## config.mk

```make
export PLATFORM = sky130hd
export DESIGN_NAME = sha3_host
export DESIGN_NICKNAME = d
export VERILOG_FILES = /design/src/rtl/sha3_pkg.sv /design/src/rtl/sha3_host_wdog.sv /design/src/rtl/sha3_host.sv
export SDC_FILE = /design/constraint.sdc
export NUM_CORES = 2
export LEC_CHECK = 0
export BUFFER_PORTS_ARGS = -buffer_cell sky130_fd_sc_hd__clkbuf_2
export CAP_MARGIN = 20
export CORE_AREA = 2 2 588 590
export CTS_CLUSTER_DIAMETER = 30
export CTS_CLUSTER_SIZE = 30
export DETAILED_ROUTE_END_ITERATION = 10
export DIE_AREA = 0 0 590 592
export PLACE_DENSITY_LB_ADDON = 0.12
export SETUP_SLACK_MARGIN = 0.15
export SLEW_MARGIN = 20
export SYNTH_ARGS = -nofsm -noshare
export SYNTH_HDL_FRONTEND = slang
export SYNTH_SLANG_ARGS = --single-unit
```

## constraint.sdc

```tcl
create_clock -name clk -period 3 [get_ports clk]
set_input_delay 0.6 -clock clk [delete_from_list [all_inputs] [get_ports clk]]
set_output_delay 0.6 -clock clk [all_outputs]
set_load 0.05 [all_outputs]
```

## src/rtl/sha3_pkg.sv

```systemverilog
// Shared types and default widths for the sha3 host block.
package sha3_pkg;

    localparam int SHA3_MDLEN = 256;
    localparam int SHA3_ILEN  = 344;

    typedef enum logic [1:0] {
        IDLE,
        REQ,
        WAIT_RES,
        OUT
    } sha3_host_state_t;

endpackage

```

## src/rtl/sha3_host_wdog.sv

```systemverilog
// Transaction watchdog: loads TIMEOUT-1 on clear, counts down while run is high.
module sha3_host_wdog #(
    parameter int TIMEOUT = 1024
) (
    input  logic clk,
    input  logic rst_n,
    input  logic clear,
    input  logic run,
    output logic expire
);

    localparam int W = (TIMEOUT > 2) ? $clog2(TIMEOUT) : 1;
    localparam logic [W-1:0] LOAD = W'(TIMEOUT - 1);

    logic [W-1:0] cnt_q, cnt_d;

    always_comb begin
        cnt_d = cnt_q;
        if (clear) begin
            cnt_d = LOAD;
        end else if (run && (cnt_q != '0)) begin
            cnt_d = cnt_q - W'(1);
        end
    end

    // Zero while running means TIMEOUT cycles have been spent in REQ/WAIT_RES.
    assign expire = run && (cnt_q == '0);

    always_ff @(posedge clk or negedge rst_n) begin
        if (!rst_n) begin
            cnt_q <= LOAD;
        end else begin
            cnt_q <= cnt_d;
        end
    end

endmodule

```

## src/rtl/sha3_host.sv

```systemverilog
// Request-side initiator for the sha3 core: message in, digest out,
// optional compare, watchdog and saturating pass/fail counters.
module sha3_host
    import sha3_pkg::*;
#(
    parameter int MDLEN   = SHA3_MDLEN,
    parameter int N       = SHA3_ILEN,
    parameter int TIMEOUT = 1024,
    parameter int CNTW    = 16
) (
    input  logic             clk,
    input  logic             rst_n,
    input  logic             msg_valid,
    output logic             msg_ready,
    input  logic [N-1:0]     msg_data,
    input  logic [MDLEN-1:0] exp_data,
    input  logic             exp_en,
    output logic [N-1:0]     md_in,
    output logic             req_valid,
    input  logic             req_ready,
    input  logic             req_busy,
    input  logic [MDLEN-1:0] md_out,
    input  logic             res_valid,
    output logic             res_ready,
    output logic             dig_valid,
    input  logic             dig_ready,
    output logic [MDLEN-1:0] dig_data,
    output logic             dig_match,
    output logic             dig_timeout,
    output logic [CNTW-1:0]  pass_cnt,
    output logic [CNTW-1:0]  fail_cnt,
    output logic             busy
);

    sha3_host_state_t state_q, state_d;

    logic [N-1:0]     md_in_q, md_in_d;
    logic [MDLEN-1:0] exp_q, exp_d;
    logic [MDLEN-1:0] dig_data_q, dig_data_d;
    logic             exp_en_q, exp_en_d;
    logic             dig_match_q, dig_match_d;
    logic             dig_timeout_q, dig_timeout_d;
    logic [CNTW-1:0]  pass_q, pass_d;
    logic [CNTW-1:0]  fail_q, fail_d;

    logic wd_clear, wd_run, wd_expire;
    logic accept, capture, hit, to_exit;

    sha3_host_wdog #(
        .TIMEOUT(TIMEOUT)
    ) u_wdog (
        .clk   (clk),
        .rst_n (rst_n),
        .clear (wd_clear),
        .run   (wd_run),
        .expire(wd_expire)
    );

    assign msg_ready   = rst_n && (state_q == IDLE);
    assign req_valid   = (state_q == REQ);
    assign res_ready   = (state_q == WAIT_RES);
    assign dig_valid   = (state_q == OUT);
    assign busy        = (state_q != IDLE) || req_busy;
    assign md_in       = md_in_q;
    assign dig_data    = dig_data_q;
    assign dig_match   = dig_match_q;
    assign dig_timeout = dig_timeout_q;
    assign pass_cnt    = pass_q;
    assign fail_cnt    = fail_q;

    assign accept   = msg_valid && msg_ready;
    assign wd_clear = accept;
    assign wd_run   = (state_q == REQ) || (state_q == WAIT_RES);
    assign capture  = (state_q == WAIT_RES) && res_valid;
    assign hit      = exp_en_q && (md_out == exp_q);
    // A result arriving on the expiry cycle takes priority over the timeout.
    assign to_exit  = wd_expire && !capture;

    always_comb begin
        state_d       = state_q;
        md_in_d       = md_in_q;
        exp_d         = exp_q;
        exp_en_d      = exp_en_q;
        dig_data_d    = dig_data_q;
        dig_match_d   = dig_match_q;
        dig_timeout_d = dig_timeout_q;
        pass_d        = pass_q;
        fail_d        = fail_q;

        case (state_q)
            IDLE: begin
                if (accept) begin
                    md_in_d       = msg_data;
                    exp_d         = exp_data;
                    exp_en_d      = exp_en;
                    dig_timeout_d = 1'b0;
                    state_d       = REQ;
                end
            end
            REQ: begin
                if (req_ready) begin
                    state_d = WAIT_RES;
                end
            end
            OUT: begin
                if (dig_ready) begin
                    state_d = IDLE;
                end
            end
            default: begin
                state_d = state_q;
            end
        endcase

        if (capture) begin
            dig_data_d    = md_out;
            dig_match_d   = hit;
            dig_timeout_d = 1'b0;
            state_d       = OUT;
        end

        if (to_exit) begin
            dig_data_d    = '0;
            dig_match_d   = 1'b0;
            dig_timeout_d = 1'b1;
            state_d       = OUT;
        end

        if (exp_en_q && capture && hit && (pass_q != '1)) begin
            pass_d = pass_q + CNTW'(1);
        end

        if (exp_en_q && ((capture && !hit) || to_exit) && (fail_q != '1)) begin
            fail_d = fail_q + CNTW'(1);
        end
    end

    always_ff @(posedge clk or negedge rst_n) begin
        if (!rst_n) begin
            state_q       <= IDLE;
            md_in_q       <= '0;
            exp_q         <= '0;
            exp_en_q      <= 1'b0;
            dig_data_q    <= '0;
            dig_match_q   <= 1'b0;
            dig_timeout_q <= 1'b0;
            pass_q        <= '0;
            fail_q        <= '0;
        end else begin
            state_q       <= state_d;
            md_in_q       <= md_in_d;
            exp_q         <= exp_d;
            exp_en_q      <= exp_en_d;
            dig_data_q    <= dig_data_d;
            dig_match_q   <= dig_match_d;
            dig_timeout_q <= dig_timeout_d;
            pass_q        <= pass_d;
            fail_q        <= fail_d;
        end
    end

endmodule
```

==> results.sh <==
export IMPL_die_h_um=592
export IMPL_regToRegEndpoint="pass_cnt[1]$_DFFE_PN0P_"
export IMPL_place_gp_congestion=0.802
export IMPL_die_w_um=590
export IMPL_clk_latency_ns=0.89
export IMPL_stdcell_area_mm2=0.0731
export IMPL_hold_viol=0
export IMPL_drive_above_1_share_pct=49.8
export IMPL_via_per_inst=3.32
export IMPL_whs_path_depth=2
export IMPL_fillCellCount=37500
export IMPL_ant_nets=0
export IMPL_hpwl_um=217000
export IMPL_hp_class="primary input to register"
export IMPL_synth_ff_type="dfrtp_1"
export IMPL_synth_edf_count=0
export IMPL_rows=215
export IMPL_drc=0
export IMPL_grt_overflow_total=0
export IMPL_ys_top_cells_by_area="dfrtp_1, mux2_2, nand2_1"
export IMPL_die_area_mm2=0.349
export IMPL_grt_start_max_net_pins=132
export IMPL_power_density_mw_per_mm2=1270
export IMPL_slew_headroom_pct=13.6
export IMPL_r2r_start="exp_q[208]$_DFFE_PN0P_"
export IMPL_tightest_slew_ns=1.29
export IMPL_drv_slew=0
export IMPL_fin_skew_ns=0.0645
export IMPL_rr_worst_depth=11
export IMPL_ys_seq_elements=903
export IMPL_firstDrtPassIters=4
export IMPL_yosys_area_top_type_share_pct=60.2
export IMPL_syn_inst=2942
export IMPL_yosysSeqAreaShare_pct=60.9
export IMPL_avgRoutedWirePerCell_um=25.5
export IMPL_initial_core_util_pct=10.8
export IMPL_wl_um=270000
export IMPL_grtUsageTotal_pct=14.9
export IMPL_clock_path_buffers=4
export IMPL_worst_setup_path_end_kind="register"
export IMPL_startpoint_type="register"
export IMPL_area_growth_pct=96.8
export IMPL_port_buffers=1502
export IMPL_cts_root_buf="clkbuf_16"
export IMPL_clkSinkCount=903
export IMPL_synth_common_cells="dfrtp_1, mux2_2, nand2_1, o21ai_0, xor2_1"
export IMPL_drv_cap=0
export IMPL_violations="negative setup slack"
export IMPL_async_flop_share_pct=100
export IMPL_coreArea_mm2=0.342
export IMPL_first_iter_violations=1490
export IMPL_crit_type="register to register"
export IMPL_cts_tree="built"
export IMPL_synth_most_common_cell="dfrtp_1"
export IMPL_power_leakage_nw=33.8
export IMPL_grt_pass1_vias=39000
export IMPL_fin_crit_ns=3.47
export IMPL_placedInstanceArea_mm2=0.0525
export IMPL_min_to="exp_q[117]$_DFFE_PN0P_"
export IMPL_htree_levels=5
export IMPL_fin_util_pct=21.3
export IMPL_via_count=35200
export IMPL_path_max_fanout=8
export IMPL_io_pins=1503
export IMPL_status="complete, but fails checks"
export IMPL_finalNetCount=6587
export IMPL_r2r_setup_slack_ns=-0.47
export IMPL_grt_pass1_wl_um=352000
export IMPL_cts_made_buffers=359
export IMPL_required_ns=3.74
export IMPL_setup_ws_ns=-0.472
export IMPL_arrival_ns=4.21
export IMPL_yosysTopAreaCell="dfrtp_1"
export IMPL_peakVddDrop_mv=0.683
export IMPL_antenna_found_initial=127
export IMPL_synthesis_nets=3815
export IMPL_ys_warn_count=0
export IMPL_syn_avg_cell_area_um2=12.6
export IMPL_netlist_area_mm2=0.0371
export IMPL_rsz0062_at_grt="yes"
export IMPL_min_delay_start="exp_data[117]"
export IMPL_finalCritPeriodShare_pct=116
export IMPL_max_clock_freq_mhz=288
export IMPL_finalSetupTns_ns=-12.37
export IMPL_clkTransAtPathRegs_ns=0.04
export IMPL_final_setup_viol_count=33
export IMPL_synth_cell_type_count=39
[cells in the final DEF, fill, tap and decap left out, types with 48 or more instances in the layout]
master | netlist | routed
clkbuf_2 | 0 | 1499
dfrtp_1 | 893 | 889
dlygate4sd3_1 | 0 | 811
mux2_2 | 601 | 601
nand2_1 | 532 | 526
clkbuf_16 | 0 | 362
o21ai_0 | 242 | 242
buf_4 | 0 | 190
xor2_1 | 150 | 142
xnor2_1 | 141 | 129
clkbuf_1 | 128 | 103
clkbuf_8 | 0 | 98
buf_12 | 0 | 57
clkinv_2 | 0 | 48
[worst max-delay path: stages, from the launching register on]
cell       delay (ns)
dfrtp_2          0.43
xor2_4           0.21
nor4_4           0.46
nand4_1          0.43
buf_4            0.29
nor4_2           0.19
nand4_1          0.22
buf_6            0.21
a2111oi_4        0.25
buf_4            0.20
buf_12           0.13
mux2_4           0.29
[layout make-up]
cell class                 instances  area, µm²  area share (%)
clock buffer                     561      10800            14.7
inverter                           7       26.3          0.0360
tap                             4557       5700            7.80
sequential                       903      22600            30.9
antenna                           29       72.6          0.0993
multi-input combinational       1872      14400            19.7
timing repair buffer            2571      18400            25.1
clock inverter                    80       1110            1.51
[logic make-up (layout without fill, tap and decap cells)]
kind of cell               after synthesis  count (layout)  share of synthesized area, %
buffers and inverters                  167            3219                          1.80
AOI/OAI and AO/OA                      272             272                          3.79
other                                    0              29                             0
DFF                                    903             903                          60.9
adders and majority gates                9               9                         0.303
muxes                                  603             603                          18.3
xor gates and xnor gates               291             291                          6.86
and+or+nand+nor                        697             697                          8.10
[routing by layer]
layer  global-route usage (%)  vias up  share of wire [%]
met5                        0        -               0.12
met3                     5.85      477                8.8
met1                     16.5    17400                 39
met4                     4.30       50                2.8
met2                     26.3     1481                 50
li1                         -    15800                  -
[per-stage QoR]
step	hold WS, ns	worst slack [ns]	cells	total power (W)
after global routing	0.0210	-0.677	10600	0.0976
after global placement	0.488	-1.87	9092	0.0576
after CTS	0.00200	-0.662	10500	0.0953
after detailed placement	0.485	-1.73	9092	0.0576
final	0.0879	-0.472	10600	0.0930
after floorplan	0.304	0.182	2942	0.0420
[state kept, by name (all words and copies together), names as in the netlist]
name	cells
state_q	2
exp_q	256
md_in	344
u_wdog.cnt_q	10
dig_data	256
fail_cnt	16
dig_timeout	1
pass_cnt	16
dig_match	1
exp_en_q	1
[how the worst max path moves through the flow]
stage,cells after the start,startpoint,to
floorplan,11,state_q[0]$_DFFE_PN0P_,pass_cnt[10]$_DFFE_PN0P_
global placement,11,md_out[127],fail_cnt[1]$_DFFE_PN0P_
detailed placement,11,md_out[208],pass_cnt[1]$_DFFE_PN0P_
CTS,10,exp_q[208]$_DFFE_PN0P_,pass_cnt[1]$_DFFE_PN0P_
global route,11,exp_q[208]$_DFFE_PN0P_,pass_cnt[1]$_DFFE_PN0P_
finish,11,exp_q[208]$_DFFE_PN0P_,pass_cnt[1]$_DFFE_PN0P_
[power breakdown]
| group | internal (W) | switching, W |
|---|---|---|
| Combinational | 0.00996 | 0.0260 |
| Sequential | 0.0180 | 0.00364 |
| Clock | 0.0248 | 0.0107 |
| Total | 0.0527 | 0.0403 |
[repair_timing]
| action | CTS | global route |
|---|---|---|
| gates cloned | 1 | 1 |
| hold endpoints to repair | 879 | 0 |
| pin swaps | 10 | 29 |
| setup endpoints to repair | 35 | 33 |
| hold buffers | 811 | 0 |
| resized for setup | 50 | 32 |
| setup buffers | 3 | 2 |
Note: power is estimated with default switching activity, not from simulation.
